[src/rtl/mips_pkg.sv]
// Shared definitions for the MIPS execute stage: ALU control encodings
// used by the multiply/divide unit and its sequencer state type.
package mips_pkg;

    // ALU decoder encodings that route an instruction to the mul/div unit
    localparam logic [3:0] ALU_MULT = 4'b1000;
    localparam logic [3:0] ALU_DIV  = 4'b1001;

    // Sequencer states of the iterative multiply/divide unit
    typedef enum logic [1:0] {
        IDLE,
        RUN,
        FIX
    } muldiv_state_t;

endpackage

[src/rtl/abs_neg.sv]
// Conditional two's-complement negate. Used both to take operand
// magnitudes (negate when the sign bit is set) and to re-apply the
// result sign after the unsigned iteration.
module abs_neg #(
    parameter int WIDTH = 32
) (
    input  logic             i_neg,
    input  logic [WIDTH-1:0] i_val,
    output logic [WIDTH-1:0] o_val
);

    // Negate on request; 0x80..0 maps to itself, which is the correct
    // unsigned magnitude of the most negative value
    assign o_val = i_neg ? (~i_val + WIDTH'(1'b1)) : i_val;

endmodule

[src/rtl/muldiv_unit.sv]
// Execute-stage iterative signed multiply/divide unit owning HI/LO.
// MULT uses shift-add and DIV uses restoring division, both on operand
// magnitudes, one bit per cycle; signs are re-applied in the FIX state.
module muldiv_unit
    import mips_pkg::*;
#(
    parameter int WIDTH = 32
) (
    input  logic             clk,
    input  logic             reset,
    input  logic             start,
    input  logic [3:0]       alucontrol,
    input  logic             hien,
    input  logic             loen,
    input  logic [WIDTH-1:0] a,
    input  logic [WIDTH-1:0] b,
    output logic             busy,
    output logic             done,
    output logic [WIDTH-1:0] hi,
    output logic [WIDTH-1:0] lo
);

    localparam int             CW   = $clog2(WIDTH);
    localparam logic [CW-1:0]  LAST = CW'(WIDTH - 1);

    // Sequencer state
    muldiv_state_t       r_state;
    logic [CW-1:0]       r_count;

    // Operation context latched on accept
    logic [WIDTH-1:0]    r_a;          // original dividend, returned as HI on divide-by-zero
    logic [WIDTH-1:0]    r_operand;    // |a| for MULT (multiplicand), |b| for DIV (divisor)
    logic [2*WIDTH-1:0]  r_acc;        // {upper, lower} working accumulator
    logic                r_op_div;
    logic                r_hien;
    logic                r_loen;
    logic                r_sign_a;
    logic                r_sign_b;
    logic                r_div_zero;

    logic [WIDTH-1:0]    w_mag_a;
    logic [WIDTH-1:0]    w_mag_b;
    logic                w_is_div;
    logic                w_accept;

    logic [WIDTH:0]      w_mul_sum;
    logic [2*WIDTH-1:0]  w_mul_next;
    logic [WIDTH:0]      w_rem_shift;
    logic                w_div_ge;
    logic [WIDTH-1:0]    w_rem_sub;
    logic [2*WIDTH-1:0]  w_div_next;
    logic [2*WIDTH-1:0]  w_step;

    logic                w_sign_diff;
    logic                w_lo_zero;
    logic                w_hi_neg;
    logic [WIDTH-1:0]    w_fix_hi;
    logic [WIDTH-1:0]    w_fix_lo;
    logic [WIDTH-1:0]    w_res_hi;
    logic [WIDTH-1:0]    w_res_lo;

    // Operand magnitudes
    abs_neg #(.WIDTH(WIDTH)) u_abs_a (.i_neg(a[WIDTH-1]), .i_val(a), .o_val(w_mag_a));
    abs_neg #(.WIDTH(WIDTH)) u_abs_b (.i_neg(b[WIDTH-1]), .i_val(b), .o_val(w_mag_b));

    assign w_is_div = (alucontrol == ALU_DIV);
    assign w_accept = (r_state == IDLE) && start && (hien | loen) &&
                      ((alucontrol == ALU_MULT) || w_is_div);

    // One shift-add multiply step: add multiplicand into the upper half when
    // the current multiplier bit is set, then shift the whole accumulator right
    assign w_mul_sum  = {1'b0, r_acc[2*WIDTH-1:WIDTH]} +
                        (r_acc[0] ? {1'b0, r_operand} : {(WIDTH+1){1'b0}});
    assign w_mul_next = {w_mul_sum, r_acc[WIDTH-1:1]};

    // One restoring-division step: shift the next dividend bit into the
    // partial remainder, subtract the divisor if it fits, record quotient bit
    assign w_rem_shift = {r_acc[2*WIDTH-1:WIDTH], r_acc[WIDTH-1]};
    assign w_div_ge    = w_rem_shift[WIDTH] || (w_rem_shift[WIDTH-1:0] >= r_operand);
    assign w_rem_sub   = w_rem_shift[WIDTH-1:0] - r_operand;
    assign w_div_next  = {(w_div_ge ? w_rem_sub : w_rem_shift[WIDTH-1:0]),
                          r_acc[WIDTH-2:0], w_div_ge};

    assign w_step = r_op_div ? w_div_next : w_mul_next;

    // Sign fix. The 2W-bit product is negated half by half: LO is a plain
    // negate, HI takes the borrow only when LO is zero, otherwise it is ~HI.
    // For DIV, LO (quotient) follows the operand sign difference and HI
    // (remainder) follows the dividend sign.
    assign w_sign_diff = r_sign_a ^ r_sign_b;
    assign w_lo_zero   = (r_acc[WIDTH-1:0] == '0);
    assign w_hi_neg    = r_op_div ? r_sign_a : (w_sign_diff && w_lo_zero);

    abs_neg #(.WIDTH(WIDTH)) u_fix_lo (.i_neg(w_sign_diff), .i_val(r_acc[WIDTH-1:0]),       .o_val(w_fix_lo));
    abs_neg #(.WIDTH(WIDTH)) u_fix_hi (.i_neg(w_hi_neg),    .i_val(r_acc[2*WIDTH-1:WIDTH]), .o_val(w_fix_hi));

    // Final HI/LO values presented to the FIX write
    always_comb begin
        // NOTE: every output gets a default first so no path leaves it unassigned and infers a latch
        w_res_hi = w_fix_hi;
        w_res_lo = w_fix_lo;
        if (r_div_zero) begin
            w_res_hi = r_a;
            w_res_lo = '1;
        end else if (!r_op_div && w_sign_diff && !w_lo_zero) begin
            w_res_hi = ~r_acc[2*WIDTH-1:WIDTH];
        end
    end

    // Sequencer with registered busy/done and the HI/LO architectural registers
    always_ff @(posedge clk) begin
        // NOTE: non-blocking assignments so every register samples pre-edge values regardless of statement order
        if (reset) begin
            r_state <= IDLE;
            r_count <= '0;
            busy    <= 1'b0;
            done    <= 1'b0;
            hi      <= '0;
            lo      <= '0;
        end else begin
            done <= 1'b0;
            case (r_state)
                IDLE: begin
                    if (w_accept) begin
                        busy    <= 1'b1;
                        r_count <= '0;
                        r_state <= (w_is_div && (b == '0)) ? FIX : RUN;
                    end
                end
                RUN: begin
                    r_count <= r_count + CW'(1);
                    if (r_count == LAST) begin
                        r_state <= FIX;
                    end
                end
                FIX: begin
                    r_state <= IDLE;
                    busy    <= 1'b0;
                    done    <= 1'b1;
                    if (r_hien) hi <= w_res_hi;
                    if (r_loen) lo <= w_res_lo;
                end
                default: r_state <= IDLE;
            endcase
        end
    end

    // Operand latch and iterative accumulator
    always_ff @(posedge clk) begin
        // NOTE: datapath registers are not reset; they are always loaded on accept before the sequencer reads them
        if (w_accept) begin
            r_a        <= a;
            r_op_div   <= w_is_div;
            r_hien     <= hien;
            r_loen     <= loen;
            r_sign_a   <= a[WIDTH-1];
            r_sign_b   <= b[WIDTH-1];
            r_div_zero <= w_is_div && (b == '0);
            r_operand  <= w_is_div ? w_mag_b : w_mag_a;
            r_acc      <= {{WIDTH{1'b0}}, (w_is_div ? w_mag_a : w_mag_b)};
        end else if (r_state == RUN) begin
            r_acc <= w_step;
        end
    end

endmodule
[config.mk]
export PLATFORM = sky130hd
export DESIGN_NAME = muldiv_unit
export DESIGN_NICKNAME = d
export VERILOG_FILES = /design/src/rtl/mips_pkg.sv /design/src/rtl/abs_neg.sv /design/src/rtl/muldiv_unit.sv
export SDC_FILE = /design/constraint.sdc
export NUM_CORES = 1
export LEC_CHECK = 0
export CAP_MARGIN = 15
export CORE_ASPECT_RATIO = 1.4
export CORE_MARGIN = 2
export CORE_UTILIZATION = 61
export CTS_BUF_LIST = sky130_fd_sc_hd__clkbuf_2 sky130_fd_sc_hd__clkbuf_4 sky130_fd_sc_hd__clkbuf_8
export CTS_CLUSTER_SIZE = 10
export DETAILED_ROUTE_END_ITERATION = 7
export PLACE_DENSITY = 0.84
export SLEW_MARGIN = 20
export SYNTH_ARGS = -nofsm -noshare
export SYNTH_HDL_FRONTEND = slang
export SYNTH_SLANG_ARGS = --single-unit
[constraint.sdc]
create_clock -name clk -period 4.8 [get_ports clk]
set_clock_uncertainty 0.2 [all_clocks]
set_input_delay 0.96 -clock clk [delete_from_list [all_inputs] [get_ports clk]]
set_output_delay 0.96 -clock clk [all_outputs]
set_load 0.02 [all_outputs]
### Word-level counts from Yosys, hierarchy flattened

Cells that the tools add are included.

* register bits: 207
* bits of input ports: 73
* output and inout bits: 66
* logic and storage cells: 83

* $add $sub $neg: 7
* $lt $le $gt $ge: 1
* equal/unequal tests: 7
* mux-type cells: 24
* bitwise logic cells: 6
* reduce and logical (&&, ||, !) cells: 22

Operator list (number)
* 2-to-1 mux 32 bit: 13
* adder 32 x 1 -> 32 bit, second input constant: 4
* NOT 32 bit: 4
* zero test 32 bit: 2
* 2-to-1 mux 64 bit: 1
* adder 32 x 32 -> 33 bit: 1
* greater-or-equal comparator 32 bit: 1
* subtractor 32 bit: 1
* case mux 5 bit (2 select lines): 1
* AND reduction 2 bit: 5
* == test 4 bit, second input constant: 2
* logical AND 1 bit: 7
* 2-to-1 mux 2 bit: 3
* nonzero test 2 bit: 3
* adder 5 x 1 -> 5 bit, second input constant: 1
* == test 5 bit, second input constant: 1
* 2-to-1 mux 5 bit: 1
* inequality test 2 bit, second input constant: 2
* case mux 2 bit (2 select lines): 1
* 2-to-1 mux 1 bit: 3
* == test 2 x 1 -> 1 bit, second input constant: 1
* == test 2 bit, second input constant: 1
* zero test 1 bit: 2
* zero test 2 bit: 1
* other kinds (4): 5

### Depth between registers and ports, before layout

* word-level depth: 6
* gate-level depth with buffers: 14
* depth with buffers taken out: 12

### By module

A second synthesis with hierarchy kept.

* cells, all modules: 1942
* area total of the unflattened synthesis: 16300.6 um^2

By module, submodules not included
* muldiv_unit: times used 1, cells an instance 1546, area an instance 13192.7 um^2, seq. area each 5134.9 um^2
* abs_neg: times used 4, cells an instance 99, area an instance 777.0 um^2, seq. area each 0.0 um^2

### Least setup slack after synthesis

No wires, ideal clock.

* kind: input-to-reg
* from: in alucontrol[1]
* to: reg r_acc[26], data pin
* setup time: 0.158 ns
* arrival: 3.867 ns
* data required time: 4.442 ns
* setup slack: 0.575 ns
* stages: 6
* path buffers: 1
* cells stage by stage: nor3b_1 -> o2111ai_1 -> clkinv_1 -> clkbuf_1 -> nand3_1 -> o21ai_1

* longest elaborated chain between the ends: 4
* elaborated cells between the ends (all ways): 6
* classes of those cells: 2 x eq/ne; 2 x mux; 2 x reduce/logical

RTL lines
* start, declared: RTL line muldiv_unit.sv:12 `input logic [3:0] alucontrol,`
* == test 4 bit (on tied branches): RTL line muldiv_unit.sv:68, muldiv_unit.sv:66
* logical OR 1 bit (*): RTL line muldiv_unit.sv:68 `((alucontrol == ALU_MULT) || w_is_div);`
* logical AND 1 bit (*): RTL line muldiv_unit.sv:67 `assign w_accept = (r_state == IDLE) && start && (hien | loen) &&`
* via w_accept: RTL line muldiv_unit.sv:44 `logic w_accept;`
* 2-to-1 mux 32 bit (*): RTL line muldiv_unit.sv:151 `if (w_accept) begin`
* end signal, assigned: RTL line muldiv_unit.sv:160 `r_acc <= {{WIDTH{1'b0}}, (w_is_div ? w_mag_a : w_mag_b)};`
* end signal, assigned: RTL line muldiv_unit.sv:162 `r_acc <= w_step;`
* end, declared: RTL line muldiv_unit.sv:33 `logic [2*WIDTH-1:0] r_acc;`

Mark *: on every way through the listed nets, which the timed path passes. The rest lies on a longest branch.
A chain may end at the register's enable or synchronous reset.

### Worst setup path after layout

* from: reg r_acc[0]
* to: reg r_acc[57]

* longest elaborated chain between the ends: 3

RTL lines
* 2-to-1 mux 32 bit: RTL line muldiv_unit.sv:73 `(r_acc[0] ? {1'b0, r_operand} : {(WIDTH+1){1'b0}});`
* adder 32 x 32 -> 33 bit: RTL line muldiv_unit.sv:72 `assign w_mul_sum = {1'b0, r_acc[2*WIDTH-1:WIDTH]} +`
* 2-to-1 mux 64 bit: RTL line muldiv_unit.sv:84 `assign w_step = r_op_div ? w_div_next : w_mul_next;`

Every way passes these cells.

==> impl_metrics.ini <==
[run_status]
status = finished clean

[worst_hold_path]
worstHoldStart = hi[0]
min_path_cells = 2
hold_path.class = reg2reg
holdPathEnd = hi[0]

[grt]
grt_use_total = 0.372
top_usage_layer = met2
grt_pass1_vias = 14304
global_route.usage.met3 = 0.0473
met1_usage = 0.452
grt_remaining_overflow = 0
grt_max_degree = 69
grt_pass1_wl_mm = 75.6
antenna_found_initial = 0
use_met2 = 0.640

[yosys]
synth-seq-area-share = 0.339
synthArstFlopShare = 0
synth_top_cell_area_share = 0.200
synth_top_family_by_area = compound AO/OA/AOI/OAI gates
synth-simple-area-share = 0.183
netlist_area_mm2 = 0.0151
synthTopCellsByArea = edfxtp_1, dfxtp_1, ha_1
synth.net_count = 1969
ys_ff_latch = 206
postSynthCellCount = 1824
synth_cell_types = 79
synthFlopType = dfxtp_1
yosysTopAreaCell = edfxtp_1
synth_adder_area_share = 0.0605
synth_edf_count = 101
synthXorXnorAreaFrac = 0.0984
yosys_warnings = 0
synth_compound_area_frac = 0.230
synthMuxAreaShare = 0.0469
synth.avg_cell_area_um2 = 8.30

[sta]
finalSetupViolCount = 0
slew_viol_final = 0
hold_viol = 0
grt_setup_unrepaired = no
tns_ps = 0
max_slew_margin = 0.242
worst_pin_slew_ps = 1140
max_freq_mhz = 228
min_period_over_period = 0.914
fin_crit_ps = 4390
holdWs_ps = 258

[worst_setup_path]
crit_type = reg2reg
cp.depth = 13
rrSetupSlack_ps = 410
crit_fanout = 23
rr_endpoint = r_acc[57]
crit_slowest_cell = edfxtp_1
slowest_delay_ps = 550
r2r_cells = 13
crit_required_ps = 5060
worstPathArrival_ps = 4650
start_kind = flip-flop
endpoint_kind = flip-flop
cp_cell_sequence = inv_1 -> buf_4 -> nor2_1 -> ha_1 -> a21oi_1 -> nand2_1 -> a211oi_1 -> o211ai_1 -> a21oi_1 -> o21ai_0 -> xnor2_1 -> nand2_1 -> a32o_1
cp_num_buf_inv = 2
cp_top_family = compound AO/OA/AOI/OAI gates
rr_startpoint = r_acc[0]

[clock_tree]
htree_levels = 2
clkLatencyLatePin_ps = 570
cts_resized = 0
cts.sinks = 206
cts_buffers = 34
clockRootBuffer = clkbuf_8
cts_tree = built
clock_path_buffers = 3
postCtsSetupBuffers = 0
ctsHoldBuffers = 0
clk_pin_slew_ps = 70

[power]
power_density_mw_per_mm2 = 373
combPwrFrac = 0.392
power_frac_seq = 0.337
sw_frac_of_total = 0.384
p_int_mw = 4.06
pwr-share-clk = 0.270
p_leak_nw = 6.75
irDropWorstVdd_mv = 0.320
p_sw_mw = 2.53

[die]
fp.dieH_um = 190
dieArea_mm2 = 0.0261
fp.coreArea_mm2 = 0.0245
die_w_um = 137
start_util = 0.617
num_io_pins = 139
rows = 68

[layout]
areaGrowthSynthToFinish_pct = 16.7
fillers = 1892
drive_above_1_share = 0.0675
nets = 2090
antenna_cells = 0

[routing]
vias = 14809
firstDrtPassIters = 6
avgRoutedWirePerCell_um = 21.4
postRouteWirelength_mm = 48.9
vias_per_cell = 6.48
drtAntennaViolNets = 0
drt-initial-drc-count = 1432
drc_errors = 0

[place]
hpwl_mm = 36.1
gp_congestion = 0.974
port_buffers = 138

[job]
drv_cap = 0
worst register-to-register path, delay by kind of cell, from the launching register on:
kind | cells | cell delay [ps]
adders and majority gates | 1 | 370
AOI/OAI and AO/OA | 6 | 1950
xor gates and xnor gates | 1 | 190
buffers and inverters | 2 | 780
DFF | 1 | 550
and+or+nand+nor | 3 | 270
sequential cells by signal (all words and copies together) (netlist names), 2 cells and up:
register	cells
r_acc	64
hi	32
lo	32
r_a	32
r_operand	32
r_count	5
r_state	2
cells by family (layout without fill, tap and decap cells):
family	after synthesis	in the layout
buffers and inverters	165	311
XOR/XNOR	170	170
AND/OR/NAND/NOR	587	587
multiplexers	70	70
AO/OA/AOI/OAI	554	554
flip-flops	206	206
adder cells (fa/ha/maj)	72	72
through the flow:
stage / utilization / instances / power (mW) / cell area [µm²] / setup slack (ps)
2_1_floorplan: - / 1824 / 4.03 / 15100 / 575
3_3_place_gp: 0.690 / 2224 / 4.73 / 16900 / 336
3_5_place_dp: 0.690 / 2224 / 4.76 / 16900 / 175
4_1_cts: 0.721 / 2285 / 6.53 / 17700 / 556
5_1_grt: 0.721 / 2285 / 6.91 / 17700 / 215
6_report: 0.721 / 2285 / 6.59 / 17700 / 414
per-layer routing:
layer | vias to the layer above | wire length (µm)
met5 | - | 0
met2 | 727 | 24100
met3 | 176 | 3300
met1 | 6985 | 19100
li1 | 6921 | -
met4 | 0 | 2410
cell type report:
| type | instances | area (µm²) | area share |
|---|---|---|---|
| clock buffers | 43 | 542 | 0.0307 |
| repair buffers | 183 | 1740 | 0.0985 |
| multi-input cells | 1453 | 9390 | 0.532 |
| clock inverters | 18 | 210 | 0.0119 |
| inverters | 67 | 253 | 0.0143 |
| flip-flops and latches | 206 | 5130 | 0.291 |
| well taps | 315 | 394 | 0.0223 |
worst max path at each step:
stage                  start         to  slack [ps]
2_1_floorplan  alucontrol[1]  r_acc[26]         570
3_3_place_gp            a[1]  r_acc[28]         340
3_5_place_dp            a[1]  r_acc[26]         170
6_report            r_acc[0]  r_acc[57]         410
5_1_grt             r_acc[0]  r_acc[57]         220
4_1_cts             r_acc[0]  r_acc[57]         560
placed cells by master, fill, tap and decap left out, types with 70 or more instances in the layout:
cell               n
edfxtp_1         101
clkdlybuf4s50_1  137
nand2_1          183
o21ai_0          138
a21oi_1          158
xnor2_1           77
xor2_1            93
nor2_1           176
ha_1              70
dfxtp_1          105
cell usage after synthesis, drive strengths merged, types with 27 or more instances:
cell    number
nand2      183
nor2       176
a21oi      158
o21ai      141
dfxtp      105
edfxtp     101
xor2        93
clkbuf      82
xnor2       77
ha          70
inv         66
mux2i       63
nand3       43
a211oi      35
nor3        35
a21o        33
o22ai       33
o211ai      27
o31ai       27
power groups by stage:
stage,registers [mW],logic [mW],clock network [mW]
floorplan,2.17,1.87,0
global placement,2.24,2.49,0
detailed placement,2.25,2.51,0
CTS,2.21,2.54,1.79
global route,2.23,2.84,1.84
finish,2.22,2.59,1.78
Power figures use the tool's default switching activity.
